### src/rtl/sensor_dma_arbiter.sv
// sensor_dma_arbiter
// Shares the single DMEM port between the processor and a sensor snapshot
// engine. When the timer expires or software triggers, the block latches all
// nine 32-bit capacitive readings as one coherent frame. It then writes the
// frame to BASE_ADDR..BASE_ADDR+8, using only cycles the processor leaves free.
//
// Ports
//   clock, reset                : clock, async active-low reset
//   cpu_req/address/data/wren   : processor DMEM request (always has priority)
//   trigger                     : software snapshot request (level, per edge)
//   capacitive_sensor_readings  : channel i at bits [32i+31:32i]
//   address_dmem/d_dmem/wren_dmem : muxed DMEM port (combinational pass-through
//                                   unless the DMA owns the cycle)
//   dma_busy, dma_done          : engine active / one-cycle frame-complete pulse
//   frame_count, overrun_count  : completed frames (wrapping) / dropped
//                                 requests (saturating)
module sensor_dma_arbiter #(
  parameter logic [11:0] BASE_ADDR = 12'd4000,
  parameter int unsigned PERIOD    = 50000,
  parameter int unsigned CNT_W     = 16
) (
  input  logic             clock,
  input  logic             reset,
  input  logic             cpu_req,
  input  logic [11:0]      cpu_address,
  input  logic [31:0]      cpu_data,
  input  logic             cpu_wren,
  input  logic             trigger,
  input  logic [287:0]     capacitive_sensor_readings,
  output logic [11:0]      address_dmem,
  output logic [31:0]      d_dmem,
  output logic             wren_dmem,
  output logic             dma_busy,
  output logic             dma_done,
  output logic [CNT_W-1:0] frame_count,
  output logic [7:0]       overrun_count
);

  localparam int unsigned ADDR_W = 12;
  localparam int unsigned WORD_W = 32;
  localparam int unsigned N_CH   = 9;
  localparam int unsigned IDX_W  = 4;
  localparam int unsigned OVR_W  = 8;

  localparam logic [IDX_W-1:0] LAST_IDX   = IDX_W'(N_CH - 1);
  localparam logic [CNT_W-1:0] TIMER_LAST = CNT_W'(PERIOD - 1);
  localparam logic [OVR_W-1:0] OVR_MAX    = '1;
  localparam bit               TIMER_EN   = (PERIOD != 0);

  typedef enum logic [1:0] {
    S_IDLE,
    S_LATCH,
    S_WRITE,
    S_DONE
  } state_e;

  state_e                         state_q, state_d;
  logic [IDX_W-1:0]               idx_q, idx_d;
  logic [N_CH-1:0][WORD_W-1:0]    snap_q, snap_d;
  logic                           pending_q, pending_d;
  logic [CNT_W-1:0]               timer_q, timer_d;
  logic [CNT_W-1:0]               frame_q, frame_d;
  logic [OVR_W-1:0]               overrun_q, overrun_d;

  logic                           timer_expire_c;
  logic                           new_req_c;
  logic                           dma_wr_c;

  // Free-running snapshot timer; held at zero when PERIOD is 0.
  always_comb begin
    timer_expire_c = 1'b0;
    timer_d        = timer_q;
    if (TIMER_EN) begin
      timer_expire_c = (timer_q == TIMER_LAST);
      timer_d        = timer_expire_c ? '0 : CNT_W'(timer_q + 1'b1);
    end
  end

  assign new_req_c = trigger | timer_expire_c;
  // DMA owns the port only in WRITE cycles the processor leaves idle.
  assign dma_wr_c  = (state_q == S_WRITE) && !cpu_req;

  // Next-state and bookkeeping for the snapshot engine.
  always_comb begin
    state_d   = state_q;
    idx_d     = idx_q;
    snap_d    = snap_q;
    pending_d = pending_q;
    frame_d   = frame_q;
    overrun_d = overrun_q;

    // While busy, one request per cycle is either queued or dropped.
    if ((state_q != S_IDLE) && new_req_c) begin
      if (!pending_q) begin
        pending_d = 1'b1;
      end else if (overrun_q != OVR_MAX) begin
        overrun_d = overrun_q + 8'd1;
      end
    end

    unique case (state_q)
      S_IDLE: begin
        if (new_req_c || pending_q) begin
          state_d   = S_LATCH;
          pending_d = 1'b0;
        end
      end
      S_LATCH: begin
        snap_d  = capacitive_sensor_readings;
        idx_d   = '0;
        state_d = S_WRITE;
      end
      S_WRITE: begin
        if (dma_wr_c) begin
          idx_d = idx_q + 4'd1;
          if (idx_q == LAST_IDX) begin
            state_d = S_DONE;
            frame_d = frame_q + 1'b1;
          end
        end
      end
      S_DONE: begin
        // A queued request starts the next frame with no IDLE gap.
        if (pending_q) begin
          state_d   = S_LATCH;
          pending_d = 1'b0;
        end else begin
          state_d = S_IDLE;
        end
      end
      default: state_d = S_IDLE;
    endcase
  end

  // State registers.
  always_ff @(posedge clock or negedge reset) begin
    if (!reset) begin
      state_q   <= S_IDLE;
      idx_q     <= '0;
      snap_q    <= '0;
      pending_q <= 1'b0;
      timer_q   <= '0;
      frame_q   <= '0;
      overrun_q <= '0;
    end else begin
      state_q   <= state_d;
      idx_q     <= idx_d;
      snap_q    <= snap_d;
      pending_q <= pending_d;
      timer_q   <= timer_d;
      frame_q   <= frame_d;
      overrun_q <= overrun_d;
    end
  end

  // DMEM port mux: processor pass-through keeps its load latency unchanged.
  always_comb begin
    address_dmem = cpu_address;
    d_dmem       = cpu_data;
    wren_dmem    = cpu_wren & cpu_req;
    if (dma_wr_c) begin
      address_dmem = BASE_ADDR + ADDR_W'(idx_q);
      d_dmem       = snap_q[idx_q];
      wren_dmem    = 1'b1;
    end
  end

  assign dma_busy      = (state_q != S_IDLE);
  assign dma_done      = (state_q == S_DONE);
  assign frame_count   = frame_q;
  assign overrun_count = overrun_q;

endmodule

### config.mk
export PLATFORM = sky130hd
export DESIGN_NAME = sensor_dma_arbiter
export DESIGN_NICKNAME = d
export VERILOG_FILES = /design/src/rtl/sensor_dma_arbiter.sv
export SDC_FILE = /design/constraint.sdc
export NUM_CORES = 1
export LEC_CHECK = 0
export ABC_AREA = 1
export CORE_ASPECT_RATIO = 1.5
export CORE_MARGIN = 8
export CORE_UTILIZATION = 69
export CTS_CLUSTER_DIAMETER = 80
export DETAILED_ROUTE_END_ITERATION = 8
export DONT_BUFFER_PORTS = 1
export PLACE_DENSITY_LB_ADDON = 0.12
export SLEW_MARGIN = 20
export SYNTH_ARGS = -nofsm -noshare
export SYNTH_HDL_FRONTEND = slang
export SYNTH_SLANG_ARGS = --single-unit
### constraint.sdc
create_clock -name clock -period 5.33 [get_ports clock]
set_input_delay 1.599 -clock clock [delete_from_list [all_inputs] [get_ports clock]]
set_output_delay 1.599 -clock clock [all_outputs]
set_load 0.01 [all_outputs]
# After elaboration in Yosys (flattened, before gate mapping)
# Index checks and enable logic that the tools add are counted.
[word_totals]
register_bits = 335
input_bits = 337
out_inout_bits = 71
elab_cells = 60
[op_classes]
n_addsub = 5
n_lt_le_gt_ge = 1
n_eq_ne = 9
n_mux = 17
bitwise_logic = 2
n_reduce_logical = 11
[ops]
columns = ["operator", "n"]
rows = [
  ["binary-select mux 32 bit (select 4 bit)", 1],
  ["2-to-1 mux 32 bit", 2],
  ["adder 16 x 1 -> 16 bit, second input constant", 2],
  ["equality test 16 bit, second input constant", 1],
  ["2-to-1 mux 16 bit", 1],
  ["2-to-1 mux 12 bit", 1],
  ["adder 8 x 5 -> 9 bit, first input constant", 1],
  ["AND reduction 3 bit", 3],
  ["adder 8 x 1 -> 8 bit, second input constant", 1],
  ["!= test 8 bit, second input constant", 1],
  ["case mux 2 bit (4 select lines)", 1],
  ["case mux 4 bit (2 select lines)", 1],
  ["2-to-1 mux 2 bit", 3],
  ["< comparator 4 x 5 -> 1 bit, second input constant", 1],
  ["2-to-1 mux 1 bit", 5],
  ["adder 4 x 1 -> 4 bit, second input constant", 1],
  ["equality test 2 bit, second input constant", 2],
  ["equality test 4 bit, second input constant", 1],
  ["2-to-1 mux 4 bit", 1],
  ["!= test 2 bit, second input constant", 2],
  ["nonzero test 2 bit", 2],
  ["equality test 2 x 1 -> 1 bit, second input constant", 1],
  ["logical AND 1 bit", 2],
  ["logical NOT 2 bit", 1],
  ["other kinds (7)", 7],
]

# Depth between registers and ports, before layout
# Gate-level depths: netlist (run 1).
[logic_depth]
ltp_word = 6
ltp_mapped = 10
depth_no_buf = 10

# Least setup slack after synthesis (run 1)
# OpenSTA, ideal clock, no wires.
[synth_path]
path_type = "input to output"
from = "input cpu_req"
to = "output address_dmem[10]"
arrival_time_ps = 2392
required_ps = 3731
path_slack_ps = 1339
cell_stages = 5
n_path_buf = 1
path_cell_list = "inv_1 > nand2_2 > clkinv_2 > clkbuf_1 > or2_2"
[synth_via]
elab_chain_cells = 3
[synth_rtl]
columns = ["item", "line", "text"]
rows = [
  ["from (decl)", "24", "input logic cpu_req,"],
  ["logical NOT 1 bit", "81", "assign dma_wr_c = (state_q == S_WRITE) && !cpu_req;"],
  ["logical AND 1 bit", "81", ""],
  ["2-to-1 mux 12 bit", "161", "if (dma_wr_c) begin"],
  ["to (decl)", "30", "output logic [11:0] address_dmem,"],
]
# Every way passes these cells.

# Final worst setup path (run 1)
[layout_path]
from = "register idx_q[1]"
to = "output d_dmem[22]"
[layout_via]
elab_chain_cells = 3
[layout_rtl]
columns = ["item", "line", "text"]
rows = [
  ["from (decl)", "58", "logic [IDX_W-1:0] idx_q, idx_d;"],
  ["from (signal assigned)", "147", "idx_q <= idx_d;"],
  ["binary-select mux 32 bit (select 4 bit)", "163", "d_dmem = snap_q[idx_q];"],
  ["2-to-1 mux 32 bit (implied by the code)", "163", ""],
  ["2-to-1 mux 32 bit", "161", ""],
  ["to (decl)", "31", "output logic [31:0] d_dmem,"],
]
# Every way passes these cells. The select of a mux whose other input is x is not followed.

==> run summary, run 1 <==
Non-Filler Instances: 2334
Yosys cell types: 36
Drc violations: 0
Slowest-stage cell, CP: nor2_4
Grt total ovfl: 0
Die X: 141 um
PortBufs: 0
Syn Std Cell Area: 16200 um^2
Unrepaired setup endpoints after global routing: false
Final Wtd Congestion: 0.931
Register clock-pin slew on the reported worst setup and hold paths: 60 ps
Overall die area: 28700 um^2
Final WS setup: 631 ps
Largest stage delay, worst path: 690 ps
Top Ports: 408
Pwr/cell area: 601 nW/um^2
Mapped Nets: 2414
Mean Syn Cell Area: 7.82 um^2
P_leak: 8.38 nW
Post-CTS Setup Repair Bufs: 0
Post-synthesis compound-gate area fraction: 13.7%
Pin count of the biggest net entering global routing: 336
Post-synth EDFFs: 0
Post-Synth Simple-Gate Area: 24.4%
Sequential share of the synthesized area: 51.9%
DP HPWL: 34.6 mm
Fin crit period: 4700 ps
Top cells by count, synth: 736 x nand2_1, 335 x dfrtp_1, 249 x o21ai_0, 190 x inv_1, 123 x nand3_1
Sw power: 4.29 mW
H-tree levels: 1
Hold Vio Cnt, Final: 0
Area contributors post-synth: dfrtp_1 52%, nand2_1 17%, o21ai_0 7.7%
Synth Area in Adders: 0.697%
Die Y: 203 um
Clock Power Share: 20.3%
Final slew viol count: 0
GRT Util Overall: 33.5%
Hold depth: 2
Initial antenna violation count: 9
# placed instances: 2273
Critical Path RT: 3730 ps
# hold bufs at CTS: 0
Gates resized, CTS repair: 0
F_max: 213 MHz
Most numerous cell in the Yosys netlist: nand2_1
Critical Path Fanout Max: 31
Dpl ws: 721 ps
Hold Crit Class: flop to flop
Flop pwr share: 40.8%
Prevailing post-synth register cell: dfrtp_1
First-pass GRT wire length: 75.5 mm
Initial core utilization: 70.1%
Crit-path leading delay family: simple AND/OR/NAND/NOR gates
Skew-Pair Late Insertion Delay: 560 ps
Instance count on the critical path: 5
DRT iter0 DRCs: 1392
Clock Skew: 16.7 ps
Area fraction of the dominant cell type after synthesis: 51.9%
Max-cap violations: 0
Largest area contributor in the netlist: dfrtp_1
Internal power: 6.00 mW
Worst EP arrival: 3100 ps
DR WL/cell: 21.1 um
Final setup vio count: 0
Num rows: 68
Fin nets: 2337
Final antenna-violating net count: 0
Crit share post-route: 88.2%
CTS buffer count: 31
XOR/XNOR Fraction of Synth Area: 1.19%
Max Root-Sink Buffers: 3
Clock sink count: 335
Routed vias: 13985
Core area: 23100 um^2
Worst-margin pin slew: 1060 ps
Comb power frac: 38.8%
Critical path buffers and inverters: 1
R2R cell count: 5
CTS tree: built
Crit. End Element: primary output
Crit path cell chain: inv_2 > nand3_2 > nor2_4 > a22oi_1 > nand2_1
Crit start category: flop
Final wirelength: 49.2 mm
Vias per cell: 5.99
CTS Root Cell: clkbuf_16
Final setup TNS: 0 ps
Share of cells above drive strength 1: 4.23%
Synthesis-stage register bit count: 335
Largest family of logic cells by synthesized area: simple AND/OR/NAND/NOR gates
Vias in the first global route: 13671
Total power draw: 10.3 mW
Post-synth ARST share: 100%
Switching share of power: 41.7%
Post-Syn Instances: 2068
Ys Warns: 0
Worst-case headroom to the max-slew limit: 29.5%
Crit Path Class: flop to primary output
Run status: completed
Worst vdd ir: 0.425 mV
First-pass detailed-route iteration total: 6
Synthesis-to-layout area growth: 5.86%
Fraction of synthesized area in multiplexers: 0%
## flip-flops by register name, indices dropped and copies added (netlist names)
register,flops
idx_q,4
overrun_count,8
timer_q,16
state_q,2
pending_q,1
frame_count,16
snap_q,288
## cell type report
type	instances	area (um^2)
well taps	315	394
clock buffers	48	910
fillers	1839	5950
clock inverters	4	26.3
multi-input cells	1412	6480
inverters	197	746
flip-flops and latches	335	8390
repair buffers	14	143
diodes	9	22.5
## stage by stage
step	instance area, um^2	hold WS, ps	utilization (%)
after floorplan	16200	433	-
after global placement	16200	444	70.1
after detailed placement	16200	453	70.1
after CTS	17100	468	74.1
after global routing	17100	483	74.2
final	17100	467	74.2
## layer usage
metal / vias up / wire length (um) / GRT usage, %
li1: 6461 / - / -
met1: 6582 / 18100 / 42.1
met2: 796 / 23000 / 52.5
met3: 146 / 5350 / 8.73
met4: 0 / 2760 / 17.9
met5: - / 0 / 0
## power groups by stage
stage | clock network [mW] | logic, mW | registers (mW)
floorplan | 0 | 3.05 | 4.04
global placement | 0 | 3.81 | 4.18
detailed placement | 0 | 3.95 | 4.22
CTS | 2.11 | 3.97 | 4.19
global route | 2.20 | 4.51 | 4.31
finish | 2.09 | 3.99 | 4.20
## path summary, 6_finish.rpt
| path | startpoint | end | slack (ps) |
|---|---|---|---|
| setup reg to reg | state_q[1]$_DFFE_PN0P_ | idx_q[0]$_DFFE_PN0P_ | 2440 |
| hold / removal | snap_q[153]$_DFFE_PN0P_ | snap_q[153]$_DFFE_PN0P_ | 470 |
| setup / recovery | idx_q[1]$_DFFE_PN0P_ | d_dmem[22] | 630 |
| max in group asynchronous | reset | snap_q[68]$_DFFE_PN0P_ | 3940 |
| hold reg to reg | snap_q[153]$_DFFE_PN0P_ | snap_q[153]$_DFFE_PN0P_ | 470 |
| min in group asynchronous | reset | snap_q[199]$_DFFE_PN0P_ | 750 |
## logic make-up after synthesis
group | after synthesis
AND/OR/NAND/NOR | 965
AO/OA/AOI/OAI | 416
flip-flops | 335
buffers and inverters | 321
XOR/XNOR | 22
adder cells (fa/ha/maj) | 9
## worst reg2reg max path, stage by stage, from the launching register on
cell and delay, ps:
dfrtp_1 410, inv_1 150, ha_4 680, inv_4 510, o21ai_0 720, o21bai_1 240
## layout by cell type, fill, tap and decap left out, types with 2 or more instances in the layout
cell,n
nand2_1,736
dfrtp_1,333
o21ai_0,249
inv_1,189
nand3_1,123
a21oi_1,112
nor2_1,51
o211ai_1,32
clkbuf_16,31
a22oi_1,19
nand4_1,17
nor3_1,15
xor2_1,13
buf_4,11
clkbuf_1,10
diode_2,9
xnor2_1,9
ha_1,8
clkbuf_8,7
or2_2,6
inv_2,4
clkinv_2,4
nor2_2,3
nor3b_1,3
nand2_2,3
nor2_4,3
buf_12,3
inv_4,2
nand3_4,2
dfrtp_4,2
(Power assumes the default switching activity.)
==> run 2, diff against run 1 <==
--- a/config.mk
+++ b/config.mk
@@ -9,10 +9,10 @@
 export CORE_ASPECT_RATIO = 1.5
 export CORE_MARGIN = 8
 export CORE_UTILIZATION = 69
-export CTS_CLUSTER_DIAMETER = 80
 export DETAILED_ROUTE_END_ITERATION = 8
 export DONT_BUFFER_PORTS = 1
 export PLACE_DENSITY_LB_ADDON = 0.12
+export SKIP_LAST_GASP = 1
 export SLEW_MARGIN = 20
 export SYNTH_ARGS = -nofsm -noshare
 export SYNTH_HDL_FRONTEND = slang
==> results of run 2 <==
Same layout as run 1: the final DEF is identical, and so are final timing and power.
